`src/rtl/cpu_pkg.sv`:
```
// Shared processor types: widths, opcodes and the fetch state encoding.
// Illegal-opcode halting is built only with IFU_ILLEGAL_HALT_EN defined.
package cpu_pkg;

  localparam int ADDR_W  = 8;
  localparam int INSTR_W = 10;

  localparam logic [3:0] OP_ADD         = 4'b0000;
  localparam logic [3:0] OP_SUB         = 4'b0001;
  localparam logic [3:0] OP_AND         = 4'b0010;
  localparam logic [3:0] OP_OR          = 4'b0011;
  localparam logic [3:0] OP_XOR         = 4'b0100;
  localparam logic [3:0] OP_NOT         = 4'b0101;
  localparam logic [3:0] OP_SHL         = 4'b0110;
  localparam logic [3:0] OP_SHR         = 4'b0111;
  localparam logic [3:0] OP_LDI         = 4'b1000;
  localparam logic [3:0] OP_JMP         = 4'b1001;
  localparam logic [3:0] OP_JZ          = 4'b1010;
  localparam logic [3:0] OP_LOAD        = 4'b1011;
  localparam logic [3:0] OP_STORE       = 4'b1100;
  localparam logic [3:0] OP_ILLEGAL_MIN = 4'b1101;

  typedef enum logic [1:0] {
    BOOT,
    RUN,
    REDIRECT,
    HALT
  } fetch_state_e;

  function automatic logic is_illegal(input logic [INSTR_W-1:0] w);
    return w[INSTR_W-1 -: 4] >= OP_ILLEGAL_MIN;
  endfunction

endpackage

```
`src/rtl/ifu_skid_buf.sv`:
```
// One-entry holding register with load, drain and clear.
// Clear wins over load, load wins over drain.
module ifu_skid_buf #(
  parameter int W = 18
) (
  input  logic         clk,
  input  logic         rst,
  input  logic         load,
  input  logic         drain,
  input  logic         clear,
  input  logic [W-1:0] d,
  output logic [W-1:0] q,
  output logic         vld
);

  always_ff @(posedge clk or posedge rst) begin
    if (rst) begin
      q   <= '0;
      vld <= 1'b0;
    end else if (clear) begin
      vld <= 1'b0;
    end else if (load) begin
      q   <= d;
      vld <= 1'b1;
    end else if (drain) begin
      vld <= 1'b0;
    end
  end

endmodule

```
`src/rtl/instr_fetch_unit.sv`:
```
// Fetch front end: PC, synchronous ROM reads, skid-buffered presentation.
// IFU_ILLEGAL_HALT_EN adds a sticky HALT on opcodes 1101..1111.
module instr_fetch_unit
  import cpu_pkg::*;
(
  input  logic               clk,
  input  logic               rst,
  output logic               imem_en,
  output logic [ADDR_W-1:0]  imem_addr,
  input  logic [INSTR_W-1:0] imem_data,
  input  logic               stall,
  input  logic               load_PC,
  input  logic [ADDR_W-1:0]  pc_value,
  output logic [INSTR_W-1:0] instruction,
  output logic               instr_valid,
  output logic [ADDR_W-1:0]  pc,
  output logic               halted
);

  localparam int SW = INSTR_W + ADDR_W;

  fetch_state_e state, state_nxt;

  logic [ADDR_W-1:0]  fetch_pc;
  logic [ADDR_W-1:0]  pend_addr;
  logic               pending;
  logic               issue;
  logic               jump;
  logic               take;
  logic               illegal;
  logic               skid_vld;
  logic [SW-1:0]      skid_q;
  logic [INSTR_W-1:0] pres_data;
  logic [ADDR_W-1:0]  pres_addr;

  assign jump = load_PC && (state != HALT);
  assign take = !stall && (skid_vld || pending);

  assign pres_data = skid_vld ? skid_q[ADDR_W +: INSTR_W] : imem_data;
  assign pres_addr = skid_vld ? skid_q[ADDR_W-1:0] : pend_addr;

`ifdef IFU_ILLEGAL_HALT_EN
  assign illegal = take && is_illegal(pres_data);
  assign halted  = (state == HALT);
`else
  assign illegal = 1'b0;
  assign halted  = 1'b0;
`endif

  ifu_skid_buf #(.W(SW)) u_skid (
    .clk   (clk),
    .rst   (rst),
    .load  (stall && pending),
    .drain (take && skid_vld),
    .clear (jump),
    .d     ({imem_data, pend_addr}),
    .q     (skid_q),
    .vld   (skid_vld)
  );

  always_ff @(posedge clk or posedge rst) begin
    if (rst) state <= BOOT;
    else     state <= state_nxt;
  end

  always_comb begin
    state_nxt = state;
    unique case (state)
      BOOT, REDIRECT: state_nxt = RUN;
      RUN:            state_nxt = RUN;
      HALT:           state_nxt = HALT;
      default:        state_nxt = BOOT;
    endcase
    if (jump)         state_nxt = REDIRECT;
    else if (illegal) state_nxt = HALT;
  end

  // Reset gates the issue so the ROM sees no read while rst is high
  always_comb begin
    issue = 1'b0;
    if (!rst) begin
      unique case (state)
        BOOT, REDIRECT: issue = 1'b1;
        RUN:            issue = !stall;
        HALT:           issue = 1'b0;
        default:        issue = 1'b0;
      endcase
    end
  end

  assign imem_en   = issue;
  assign imem_addr = fetch_pc;

  always_ff @(posedge clk or posedge rst) begin
    if (rst) begin
      fetch_pc    <= '0;
      pend_addr   <= '0;
      pending     <= 1'b0;
      instruction <= '0;
      instr_valid <= 1'b0;
      pc          <= '0;
    end else if (state != HALT) begin
      if (jump) begin
        fetch_pc    <= pc_value;
        pending     <= 1'b0;
        instr_valid <= 1'b0;
      end else begin
        pending <= issue;
        if (issue) begin
          fetch_pc  <= fetch_pc + 1'b1;
          pend_addr <= fetch_pc;
        end
        if (take) begin
          instruction <= pres_data;
          pc          <= pres_addr;
          instr_valid <= !illegal;
        end else if (!stall) begin
          instr_valid <= 1'b0;
        end
      end
    end
  end

endmodule

```
`config.mk`:
```
export PLATFORM = sky130hd
export DESIGN_NAME = instr_fetch_unit
export DESIGN_NICKNAME = d
export VERILOG_FILES = /design/src/rtl/cpu_pkg.sv /design/src/rtl/ifu_skid_buf.sv /design/src/rtl/instr_fetch_unit.sv
export SDC_FILE = /design/constraint.sdc
export NUM_CORES = 1
export LEC_CHECK = 0
export ABC_AREA = 0
export CAP_MARGIN = 20
export CORE_MARGIN = 3
export CORE_UTILIZATION = 39
export CTS_CLUSTER_SIZE = 30
export DETAILED_ROUTE_END_ITERATION = 10
export PLACE_DENSITY = 0.59
export SLEW_MARGIN = 20
export SYNTH_ARGS = -nofsm -noshare
export SYNTH_HDL_FRONTEND = slang
export SYNTH_SLANG_ARGS = --single-unit
```
`constraint.sdc`:
```
create_clock -name clk -period 3.2 [get_ports clk]
set_input_delay 0.64 -clock clk [delete_from_list [all_inputs] [get_ports clk]]
set_output_delay 0.64 -clock clk [all_outputs]
set_load 0.01 [all_outputs]
```
==> results of run 1 <==
-- logic make-up (layout without fill, tap and decap cells) --
kind of cell,after synthesis,count (layout),share of synthesized area
compound gates,21,21,0.0563
fa+ha+maj,1,1,0.00481
buf+inv,12,75,0.0279
flops,57,57,0.549
mux,62,62,0.282
other cells,1,1,0.00144
simple gates,32,32,0.0790
-- cells in the mapped netlist, types with 2 or more instances --
| cell type | instances | area, µm² |
|---|---|---|
| a21o_1 | 2 | 15.0 |
| a31oi_1 | 7 | 43.8 |
| buf_2 | 3 | 15.0 |
| buf_4 | 2 | 15.0 |
| clkbuf_1 | 2 | 7.51 |
| dfrtp_1 | 57 | 1430 |
| inv_1 | 3 | 11.3 |
| mux2_2 | 53 | 597 |
| mux2_4 | 9 | 135 |
| nand2b_1 | 2 | 12.5 |
| nand3_1 | 3 | 15.0 |
| nand3b_1 | 2 | 15.0 |
| nor2_1 | 10 | 37.5 |
| nor3_4 | 2 | 32.5 |
| o21ai_0 | 3 | 15.0 |
| o31ai_1 | 5 | 37.5 |
| or3_1 | 2 | 12.5 |
| or4_1 | 5 | 37.5 |
-- where the power goes --
part           leakage [nW]  total, mW  internal [mW]  switching [mW]
clock network        0.0980      0.607          0.336           0.271
registers             0.688       1.27           1.05           0.221
logic                 0.637       1.00          0.656           0.349
-- metal layers --
| metal | GRT usage | up-vias | part of all wire | routed length, µm |
|---|---|---|---|---|
| met4 | 0.0460 | 0 | 0.012 | 62 |
| met2 | 0.227 | 44 | 0.46 | 2360 |
| met1 | 0.201 | 829 | 0.46 | 2370 |
| li1 | - | 799 | - | - |
| met5 | 0 | - | 0 | 0 |
| met3 | 0.0668 | 6 | 0.068 | 352 |
-- worst min-delay path by stage --
stage,from,end,slack (ps),depth (start not counted)
2_1_floorplan,u_skid.q[0],u_skid.q[0],470,1
3_3_place_gp,u_skid.q[1],u_skid.q[1],480,1
3_5_place_dp,u_skid.q[9],u_skid.q[9],490,1
4_1_cts,u_skid.q[14],u_skid.q[14],500,1
5_1_grt,u_skid.q[9],u_skid.q[9],510,1
6_report,u_skid.q[13],u_skid.q[13],500,1
-- sequential cells by signal, indices dropped and copies added (netlist names) --
name         count
imem_addr        8
u_skid.vld       1
pending          1
u_skid.q        18
state            2
pc               8
instr_valid      1
instruction     10
pend_addr        8
-- cell type report --
type                    count  area [µm²]  area share
well taps                  77        96.3      0.0285
clock buffers              12         165      0.0489
flip-flops and latches     57        1430       0.422
inverters                   3        11.3     0.00333
repair buffers             57         563       0.167
multi-input cells         117        1100       0.326
clock inverters             3        15.0     0.00445
-- worst register-to-register path, cell delays in order, from the launching register on --
cell and delay [ps]:
dfrtp_1 410, o21a_1 220, buf_4 190, nor3_4 370
mux2_2 380
==> summary.txt, run 1 <==
Outcome
  • Run status: finished clean

Final layout
  • Area Growth Syn to Fin: 29.9%
  • Final Cell Area: 3380 µm²
  • Fin cells: 326
  • Proportion of layout cells with a drive suffix above 1: 0.361
  • Most common cell after layout, fill and taps aside: dfrtp_1
  • Final core occ: 0.529
  • Commonest cells after routing, fill and taps aside: dfrtp_1 (57), mux2_2 (53), clkdlybuf4s50_1 (49)
  • Diodes inserted: 0
  • Nets: 268
  • Fillcell total: 571

Clock network
  • Worst-case clock buffer depth: 2
  • Sink Count: 57
  • Post-CTS Setup Bufs: 0
  • Depth of the CTS H-tree: 3
  • Number of gates resized after CTS: 0
  • CTS root buffer: clkbuf_8
  • Hold-fix buffers, CTS: 0
  • CTS Buf Count: 9
  • CTS clk-pin slew, worst paths: 60 ps
  • TritonCTS clock tree: yes
  • Worst-Skew Late Latency: 330 ps

STA
  • Final worst slack: 492 ps
  • Hold Vio Cnt, Final: 0
  • Slew Viols, Final: 0
  • Tcrit/Tclk final: 0.846
  • TNS Setup: 0 ps
  • Max Clk Rate: 369 MHz
  • Final clock skew: 7.63 ps
  • Hold Slack: 499 ps
  • Min Tclk post-route: 2710 ps
  • RSZ-0062 raised after global routing: no
  • Endpoints failing setup: 0

Critical path
  • Worst EP arrival: 2070 ps
  • Critical Path Start Type: input port
  • Reg-to-reg endpoint: pend_addr[7]
  • CP required: 2560 ps
  • Setup crit end kind: output port
  • CP startpoint: stall
  • Category of the most critical setup path: in2out
  • Most used cell, CP: clkdlybuf4s50_1
  • Worst path slowest cell: clkdlybuf4s50_1
  • Top delay family on crit path: buffers and inverters
  • Critical path cell sequence: clkdlybuf4s50_1, o21a_1, nor2_1, clkdlybuf4s50_1
  • Crit path buffers/inverters: 2
  • Worst Path Max Fanout: 5
  • CP Depth: 4
  • Cells on worst reg2reg path: 4
  • R2r setup slk: 1510 ps
  • Worst r2r src: state[1]
  • Max incr delay on CP: 550 ps
  • Worst setup path endpoint: imem_en

Power and ir drop
  • PwrDens: 852 nW/µm²
  • VDD IR-drop max: 460 µV
  • Leak pwr: 1.42 nW
  • Total power: 2.88 mW

Routing
  • Drt wl/cell: 15.8 µm
  • DR vias/cell: 5.15
  • Vias: 1678
  • Antenna viol nets, final: 0
  • DR iter-0 viols: 81
  • Residual DRC count: 0
  • DR pass1 iterations: 4
  • Routed WL: 5140 µm

Floorplanning
  • Die H: 87.6 µm
  • Die area: 7680 µm²
  • Num rows: 29
  • Ports: 51
  • Core ar.: 6390 µm²
  • Die Wd: 87.6 µm
  • Starting utilization of the core area: 0.407

Logic synthesis
  • Mapped Cells: 186
  • EDFF count, synth: 0
  • Syn Nets: 209
  • Part of the Yosys area used for sequential elements: 0.549
  • Syn_area_per_cell: 14.0 µm²
  • Mapped cell area: 2600 µm²
  • Top FF cell, synth: dfrtp_1
  • #FFs+latches synth: 57
  • Async set or reset register ratio after synthesis: 1.00
  • Unique cell type count in the Yosys netlist: 32
  • Synthesis Warnings: 0

Run
  • Max_cap viols: 0

Place
  • IO buf count: 49
  • DP HPWL: 3540 µm
  • Placed cell area: 3200 µm²
  • Place WS: 487 ps
  • DP Cell Count: 311
  • Gpl congestion: 0.719

GRT
  • Vias in the first global route: 1719
  • Largest net degree at the start of global routing: 44
  • Initial antenna violation count: 0
  • Total Routing Usage GR: 0.152
  • GRT overflow: 0
  • First-pass GRT wire length: 8780 µm

Worst hold path
  • Hold WC Path Type: reg2reg
Power figures use the tool's default switching activity.
==> inputs of run 2 (changes only) <==
==> constraint.sdc (replaced) <==
create_clock -name clk -period 2.8 [get_ports clk]
set_input_delay 0.56 -clock clk [delete_from_list [all_inputs] [get_ports clk]]
set_output_delay 0.56 -clock clk [all_outputs]
set_load 0.01 [all_outputs]
==> run 2 against run 1 <==
Compared with the run above: sequential power rose by 14%; via count fell by 2.1%; cell count did not move; largest power group unchanged; setup slack got worse by 98 ps; clock skew barely moved; combinational power rose by 15%; sequential share of layout area rose by 0.17 points; flip-flop and latch count did not move; critical path type unchanged; register-to-register slack got worse by 390 ps; largest cell class unchanged; critical endpoint unchanged; first-iteration DRC count fell by 43%.
==> summary.txt, run 2 (synthesized netlist as in run 1, its figures left out) <==
GRT
  • Initial antenna violation count: 0
  • Vias in the first global route: 1706
  • First-pass GRT wire length: 8600 µm
  • Total Routing Usage GR: 0.147
  • Largest net degree at the start of global routing: 58
  • GRT overflow: 0

STA
  • Tcrit/Tclk final: 0.859
  • RSZ-0062 raised after global routing: no
  • Max Clk Rate: 416 MHz
  • Slew Viols, Final: 0
  • TNS Setup: 0 ps
  • Final clock skew: 7.90 ps
  • Hold Slack: 500 ps
  • Hold Vio Cnt, Final: 0
  • Min Tclk post-route: 2410 ps
  • Endpoints failing setup: 0

Place
  • Placed cell area: 3190 µm²
  • DP HPWL: 3420 µm
  • IO buf count: 49
  • Gpl congestion: 0.778

Routing
  • Antenna viol nets, final: 0
  • Vias: 1643
  • Routed WL: 5070 µm
  • Drt wl/cell: 15.6 µm
  • DR iter-0 viols: 46
  • DR vias/cell: 5.04
  • Residual DRC count: 0
  • DR pass1 iterations: 5

Clock network
  • Worst-case clock buffer depth: 2
  • CTS Buf Count: 9
  • CTS root buffer: clkbuf_8
  • CTS clk-pin slew, worst paths: 60 ps
  • Number of gates resized after CTS: 0
  • Worst-Skew Late Latency: 320 ps
  • TritonCTS clock tree: yes
  • Hold-fix buffers, CTS: 0
  • Sink Count: 57
  • Post-CTS Setup Bufs: 0
  • Depth of the CTS H-tree: 3

Final layout
  • Fillcell total: 572
  • Multi-input gate area in the final layout: 1100 µm²
  • Final core occ: 0.527
  • Most common cell after layout, fill and taps aside: dfrtp_1
  • Seq. cell area: 1430 µm²
  • Final Cell Area: 3360 µm²
  • Nets: 267
  • Area Growth Syn to Fin: 29.4%
  • Commonest cells after routing, fill and taps aside: dfrtp_1 (57), mux2_2 (53), clkdlybuf4s50_1 (49)
  • Diodes inserted: 0
  • Max reg flops: 18
  • Top Registers: u_skid.q x18, instruction x10
  • Reg with most FFs: u_skid.q
  • Proportion of layout cells with a drive suffix above 1: 0.353

Floorplanning
  • Num rows: 29
  • Die Wd: 87.6 µm
  • Die area: 7680 µm²
  • Die H: 87.6 µm
  • Starting utilization of the core area: 0.407
  • Ports: 51
  • Core ar.: 6390 µm²

Power and ir drop
  • Total power: 3.27 mW
  • PwrDens: 972 nW/µm²
  • VDD IR-drop max: 649 µV
  • Leak pwr: 1.41 nW

Critical path
  • Critical Path Start Type: input port
  • Setup crit end kind: output port
  • Worst Path Max Fanout: 2
  • Category of the most critical setup path: in2out
  • CP required: 2240 ps
  • Worst EP arrival: 1850 ps

Run
  • Max_cap viols: 0

Worst hold path
  • Hold WC Path Type: reg2reg

Outcome
  • Run status: finished clean
## run 2: final cells by class
cell class | instances | area share
Clock buffer | 13 | 0.0472
Clock inverter | 3 | 0.00446
Inverter | 3 | 0.00335
Multi-Input combinational cell | 117 | 0.327
Sequential cell | 57 | 0.424
Tap cell | 77 | 0.0286
Timing Repair Buffer | 56 | 0.165
## run 2: worst paths after layout
| check | from | endpoint | slack (ps) | cells after the start |
|---|---|---|---|---|
| min in group asynchronous | rst | imem_addr[1] | 830 | 4 |
| min | u_skid.q[16] | u_skid.q[16] | 500 | 1 |
| max reg2reg | state[1] | pend_addr[1] | 1120 | 4 |
| max in group asynchronous | rst | pending | 1730 | 4 |
| min reg2reg | u_skid.q[16] | u_skid.q[16] | 500 | 1 |
| max | stall | imem_en | 390 | 4 |
## run 2: report_power, final
part           switching, mW  internal [mW]
clock network          0.305          0.365
registers              0.254           1.19
logic                  0.399          0.749
## run 2: per-layer routing
metal,up-vias,track usage,wire [µm]
li1,803,-,-
met2,39,0.234,2450
met5,-,0,0
met1,799,0.186,2320
met4,0,0.0460,23
met3,2,0.0546,273
## run 2: per-stage QoR
step	instances	setup WS [ps]
after floorplan	186	441
after global routing	326	338
final	326	394
after CTS	326	384
after global placement	310	349
after detailed placement	310	384
## run 2: worst max-delay path, cell delays in order
cell and delay [ps]:
clkdlybuf4s50_1 430, o21a_1 200, nor2_1 110, clkdlybuf4s50_1 550
